$ cat src/rtl/cmt_result_packer.sv
// Output stage of the CMT matrix-multiply AFU: packs 64-bit result words into
// 512-bit cache lines, pads with zero lines up to the requested count, then signals done.
module cmt_result_packer #(
  parameter int IN_WIDTH    = 64,
  parameter int CL_WIDTH    = 512,
  parameter int COUNT_WIDTH = 43
) (
  input  logic                   clk,
  input  logic                   rst,
  input  logic                   go,
  input  logic [COUNT_WIDTH-1:0] out_cl_size,
  input  logic [IN_WIDTH-1:0]    in_data,
  input  logic                   in_valid,
  output logic                   in_ready,
  input  logic                   pipe_done,
  output logic [CL_WIDTH-1:0]    cl_data,
  output logic                   cl_valid,
  input  logic                   cl_ready,
  output logic [COUNT_WIDTH-1:0] cl_count,
  output logic                   done,
  output logic                   overflow
);

  localparam int WORDS = CL_WIDTH / IN_WIDTH;
  localparam int IDX_W = $clog2(WORDS);
  localparam logic [IDX_W-1:0] LAST_IDX = IDX_W'(WORDS - 1);

  typedef enum logic [2:0] {IDLE, PACK, FILL, DONE_WAIT, DONE} state_t;

  state_t                 state;
  logic [COUNT_WIDTH-1:0] size;
  logic [COUNT_WIDTH-1:0] queued;
  logic [COUNT_WIDTH-1:0] count_next;
  logic [IDX_W-1:0]       idx;
  logic [CL_WIDTH-1:0]    asm_q;
  logic [CL_WIDTH-1:0]    line_next;
  logic                   pd_seen;
  logic                   xfer, out_free, room, pipe_end, accept;
  logic                   load_full, load_flush, load_zero, load;

  // Keep words 0..n-1 of a partial line, zero the rest.
  function automatic logic [CL_WIDTH-1:0] keep_words(input logic [CL_WIDTH-1:0] line,
                                                    input logic [IDX_W-1:0]    n);
    logic [CL_WIDTH-1:0] res;
    res = line;
    for (int k = 0; k < WORDS; k++) begin
      if (k >= int'(n)) res[k*IN_WIDTH +: IN_WIDTH] = '0;
    end
    return res;
  endfunction

  assign xfer       = cl_valid && cl_ready;
  assign out_free   = !cl_valid || cl_ready;
  assign room       = queued < size;
  assign pipe_end   = pipe_done || pd_seen;
  assign count_next = xfer ? cl_count + COUNT_WIDTH'(1) : cl_count;

  always_comb begin
    in_ready = 1'b0;
    case (state)
      PACK:            in_ready = room && (idx != LAST_IDX || out_free);
      DONE_WAIT, DONE: in_ready = 1'b1;
      default:         in_ready = 1'b0;
    endcase
  end

  assign accept     = in_valid && in_ready;
  assign load_full  = (state == PACK) && accept && (idx == LAST_IDX);
  assign load_flush = (state == PACK) && pipe_end && !in_valid && (idx != '0) && out_free && room;
  assign load_zero  = (state == FILL) && out_free && room;
  assign load       = load_full || load_flush || load_zero;

  always_comb begin
    line_next = '0;
    if (load_full)       line_next = {in_data, asm_q[CL_WIDTH-IN_WIDTH-1:0]};
    else if (load_flush) line_next = keep_words(asm_q, idx);
  end

  // Assembly buffer is pure data; idx governs which words are meaningful.
  always_ff @(posedge clk) begin
    if (state == PACK && accept && idx != LAST_IDX)
      asm_q[int'(idx)*IN_WIDTH +: IN_WIDTH] <= in_data;
  end

  always_ff @(posedge clk) begin
    if (rst) begin
      state    <= IDLE;
      size     <= '0;
      queued   <= '0;
      idx      <= '0;
      pd_seen  <= 1'b0;
      cl_data  <= '0;
      cl_valid <= 1'b0;
      cl_count <= '0;
      done     <= 1'b0;
      overflow <= 1'b0;
    end else if (go) begin
      state    <= PACK;
      size     <= out_cl_size;
      queued   <= '0;
      idx      <= '0;
      pd_seen  <= 1'b0;
      cl_valid <= 1'b0;
      cl_count <= '0;
      done     <= 1'b0;
      overflow <= 1'b0;
    end else begin
      cl_count <= count_next;
      if (load) begin
        cl_data  <= line_next;
        cl_valid <= 1'b1;
        queued   <= queued + COUNT_WIDTH'(1);
      end else if (xfer) begin
        cl_valid <= 1'b0;
      end

      if (load_full || load_flush)            idx <= '0;
      else if (state == PACK && accept)       idx <= idx + IDX_W'(1);

      if (state == PACK && pipe_done)         pd_seen <= 1'b1;
      if (accept && (state == DONE_WAIT || state == DONE)) overflow <= 1'b1;

      // Enter DONE on the edge of the final transfer so done follows it by one cycle.
      case (state)
        PACK: begin
          if (!room) begin
            if (count_next == size) begin
              state <= DONE;
              done  <= 1'b1;
            end else begin
              state <= DONE_WAIT;
            end
          end else if (pipe_end && !in_valid && idx == '0) begin
            state <= FILL;
          end
        end
        FILL: begin
          if (!room) begin
            if (count_next == size) begin
              state <= DONE;
              done  <= 1'b1;
            end else begin
              state <= DONE_WAIT;
            end
          end
        end
        DONE_WAIT: begin
          if (count_next == size) begin
            state <= DONE;
            done  <= 1'b1;
          end
        end
        default: ;
      endcase
    end
  end

endmodule

$ cat config.mk
export PLATFORM = sky130hd
export DESIGN_NAME = cmt_result_packer
export DESIGN_NICKNAME = d
export VERILOG_FILES = /design/src/rtl/cmt_result_packer.sv
export SDC_FILE = /design/constraint.sdc
export NUM_CORES = 2
export LEC_CHECK = 0
export ABC_AREA = 1
export BUFFER_PORTS_ARGS = -buffer_cell sky130_fd_sc_hd__buf_2
export CAP_MARGIN = 20
export CORE_UTILIZATION = 45
export CTS_CLUSTER_DIAMETER = 120
export CTS_CLUSTER_SIZE = 30
export DETAILED_ROUTE_END_ITERATION = 10
export GPL_TIMING_DRIVEN = 0
export MAX_ROUTING_LAYER = met4
export PLACE_DENSITY_LB_ADDON = 0.05
export REMOVE_ABC_BUFFERS = 1
export SLEW_MARGIN = 20
export SYNTH_ARGS = -nofsm -noshare
export SYNTH_HDL_FRONTEND = slang
export SYNTH_SLANG_ARGS = --single-unit
$ cat constraint.sdc
create_clock -name clk -period 9.1 [get_ports clk]
set_input_delay 0.455 -clock clk [delete_from_list [all_inputs] [get_ports clk]]
set_output_delay 0.455 -clock clk [all_outputs]
set_load 0.1 [all_outputs]
==> flow_summary.json <==
{
  "status": "finished clean",
  "antenna_found_initial": 4,
  "synth_ff_type": "dfxtp_1",
  "syn_inst": 6729,
  "synth_edf_count": 448,
  "fin_cells": 8685,
  "crit_fanout": 107,
  "crit_buf_inv": 7,
  "power.share.switching_pct": 29.4,
  "gp_congestion": 0.916,
  "holdWs_ns": 0.0483,
  "crit_type": "flip-flop to flip-flop",
  "intPower_uw": 6340,
  "die_height_um": 334,
  "finClkSkew_ns": 0.0266,
  "dieArea_um2": 112000,
  "synth_top_family_by_area": "simple AND/OR/NAND/NOR gates",
  "initial_core_util_pct": 45.5,
  "cts_inserted_buffers": 43,
  "grt_max_degree": 121,
  "grt_pass1_vias": 39493,
  "synth_cell_types": 40,
  "grt_pass1_wl_um": 258000,
  "worst_pin_slew_ns": 1.14,
  "muxShareOfSynthArea_pct": 0,
  "drive_above_1_share_pct": 12.0,
  "pwr-share-comb_pct": 12.9,
  "start_kind": "flip-flop",
  "dp.cells": 8601,
  "synthXorXnorAreaFrac_pct": 0.358,
  "pwr-share-clk_pct": 28.9,
  "synth-simple-area-share_pct": 33.6,
  "ys_seq_area_share_pct": 53.3,
  "dr.pass1.iters": 6,
  "cts_buffer_depth": 3,
  "ios": 672,
  "cts_setup_buffers": 0,
  "final_common_cell": "nor2_1",
  "hold_violations": 0,
  "wire_per_inst_um": 20.3,
  "async_flop_share_pct": 0,
  "cts_tree": "yes",
  "path_cells": "inv_1, ha_1, nand2_1, nor2_1, nand4_1, nor2_1, nand3_1, nor2_2, nor2_4, nand4_1, nand2_2, nand3_4, buf_12, nand3_4, buf_16, nand2_8, buf_16, buf_16, inv_8, buf_16, nor2_1, nor2_1",
  "slowest_delay_ns": 0.50,
  "peakVddDrop_mv": 0.124,
  "cts.sinks": 1099,
  "coreArea_um2": 109000,
  "slew_headroom_pct": 24.0,
  "crit_arrival_ns": 6.55,
  "p_leak_uw": 0.0270,
  "period_minus_slack_ns": 5.97,
  "synthAdderAreaFrac_pct": 1.26,
  "critPathCaptureType": "flip-flop",
  "p_sw_uw": 2650,
  "hp-class": "input pin to flip-flop",
  "fmax_mhz": 167,
  "synth-compound-area-share_pct": 2.10,
  "root_buffer": "clkbuf_16",
  "maxSlewViolCount": 0,
  "maxCapViolations": 0,
  "htree_levels": 2,
  "reg2reg_slack_ns": 3.13,
  "numPortBuffers": 671,
  "postSynthAreaPerCell_um2": 7.39,
  "grt_overflow_total": 0,
  "drcViolationCount": 0,
  "rsz0062_at_grt": "false",
  "netlist_area_um2": 49700,
  "cp.required_ns": 9.68,
  "yosysWarnings": 0,
  "final_nets": 7334,
  "hpwlAfterDp_um": 118000,
  "first_iter_violations": 3848,
  "ant_nets": 0,
  "clk_latency_ns": 0.69,
  "ys_ff_latch": 1099,
  "setup_viol": 0,
  "via_count": 43623,
  "fin_crit_sh_pct": 65.6,
  "vias_per_cell": 5.02,
  "area_growth_pct": 13.7,
  "p_seq_share_pct": 58.3,
  "p_per_area_nw_per_um2": 159,
  "die_w_um": 334,
  "num_rows": 121,
  "clkTransAtPathRegs_ns": 0.12,
  "critical_path.top_delay_family": "simple AND/OR/NAND/NOR gates",
  "slowest_stage": "nand3_4",
  "wl_um": 176000,
  "track_usage_pct": 31.8,
  "final_cell_mix": "1,835 x nor2_1, 1,735 x nand2_1, 780 x inv_1"
}
## what timing repair did
action                                 4_1_cts  5_1_grt
setup endpoints to repair                    0        0
hold buffers                                 1        0
resized for setup                            0        0
endpoints found under the hold margin        1        0
## power by group through the flow
| stage | combinational, uW | sequential, uW | clock, uW |
|---|---|---|---|
| after detailed placement | 1150 | 5350 | 0 |
| after global routing | 1230 | 5250 | 2780 |
| final | 1160 | 5240 | 2600 |
| after CTS | 1160 | 5240 | 2650 |
| after global placement | 1240 | 5350 | 0 |
| after floorplan | 413 | 5850 | 0 |
## stage by stage
stage               cell area (um^2)  worst slack [ns]  setup TNS [ns]  utilization, %  power (uW)
floorplan                      48000             -7.27        -2909.64               -        6260
global placement               53200            -21.41               -            48.8        6590
detailed placement             55200              3.08               0            50.6        6500
CTS                            56500              3.02               0            51.7        9040
global route                   56500              2.59               0            51.7        9260
finish                         56500              3.13               0            51.7        8990
## flip-flops by register name, summed over array words and instances (netlist names)
signal    cells
idx           3
size         43
pd_seen       1
asm_q       448
cl_data     512
queued       43
state         3
cl_valid      1
cl_count     43
overflow      1
done          1
## path summary, 6_finish.rpt
kind,startpoint,to,cells after the start
setup reg to reg,size[36],cl_data[374],22
hold / removal,out_cl_size[0],size[0],3
setup / recovery,size[36],cl_data[374],22
hold reg to reg,cl_data[480],cl_data[480],2
## Yosys cell counts, types with 2 or more instances
cell type / n / area, um^2
dfxtp_1: 651 / 13000
nor3_1: 82 / 410
a21oi_1: 133 / 666
edfxtp_1: 448 / 13500
clkbuf_1: 188 / 706
nand3b_1: 17 / 128
nor2_2: 5 / 31.3
xor2_1: 9 / 78.8
clkinv_1: 3 / 11.3
o21ai_1: 6 / 30.0
o21ai_0: 55 / 275
nor4_1: 17 / 106
nand2_2: 5 / 31.3
o21bai_1: 4 / 30.0
nand3_2: 3 / 30.0
nand4_1: 47 / 294
buf_4: 38 / 285
inv_2: 9 / 33.8
nand3_1: 433 / 2170
buf_1: 32 / 120
and2_1: 2 / 12.5
inv_1: 785 / 2950
nor2_1: 1843 / 6920
xnor2_1: 6 / 52.6
buf_6: 3 / 33.8
buf_2: 102 / 510
o21a_1: 3 / 22.5
ha_1: 50 / 626
nand2_1: 1739 / 6530
## cell type report
cell class	count	area, um^2
fillers	10869	52700
flip-flops and latches	1099	26500
multi-input cells	4470	18700
repair buffers	760	5080
inverters	797	3050
well taps	1476	1850
clock buffers	71	1180
clock inverters	6	86.3
diodes	6	15.0
## metal layers
| metal | vias to the layer above | share of wire [%] | global-route usage (%) |
|---|---|---|---|
| li1 | 21496 | - | - |
| met1 | 20374 | 42 | 40.9 |
| met2 | 1540 | 46 | 50.5 |
| met3 | 213 | 8.0 | 5.51 |
| met4 | 0 | 3.7 | 10.6 |
| met5 | - | 0 | - |
## worst min-delay path, stage by stage
cell	delay, ns
buf_2	0.07
o21ai_0	0.07
a21oi_1	0.10
## kinds of logic after synthesis
family | Yosys count
DFF | 1099
xor gates and xnor gates | 17
AOI/OAI and AO/OA | 204
adders and majority gates | 50
buffers and inverters | 1160
and+or+nand+nor | 4199
Power figures use the tool's default switching activity.
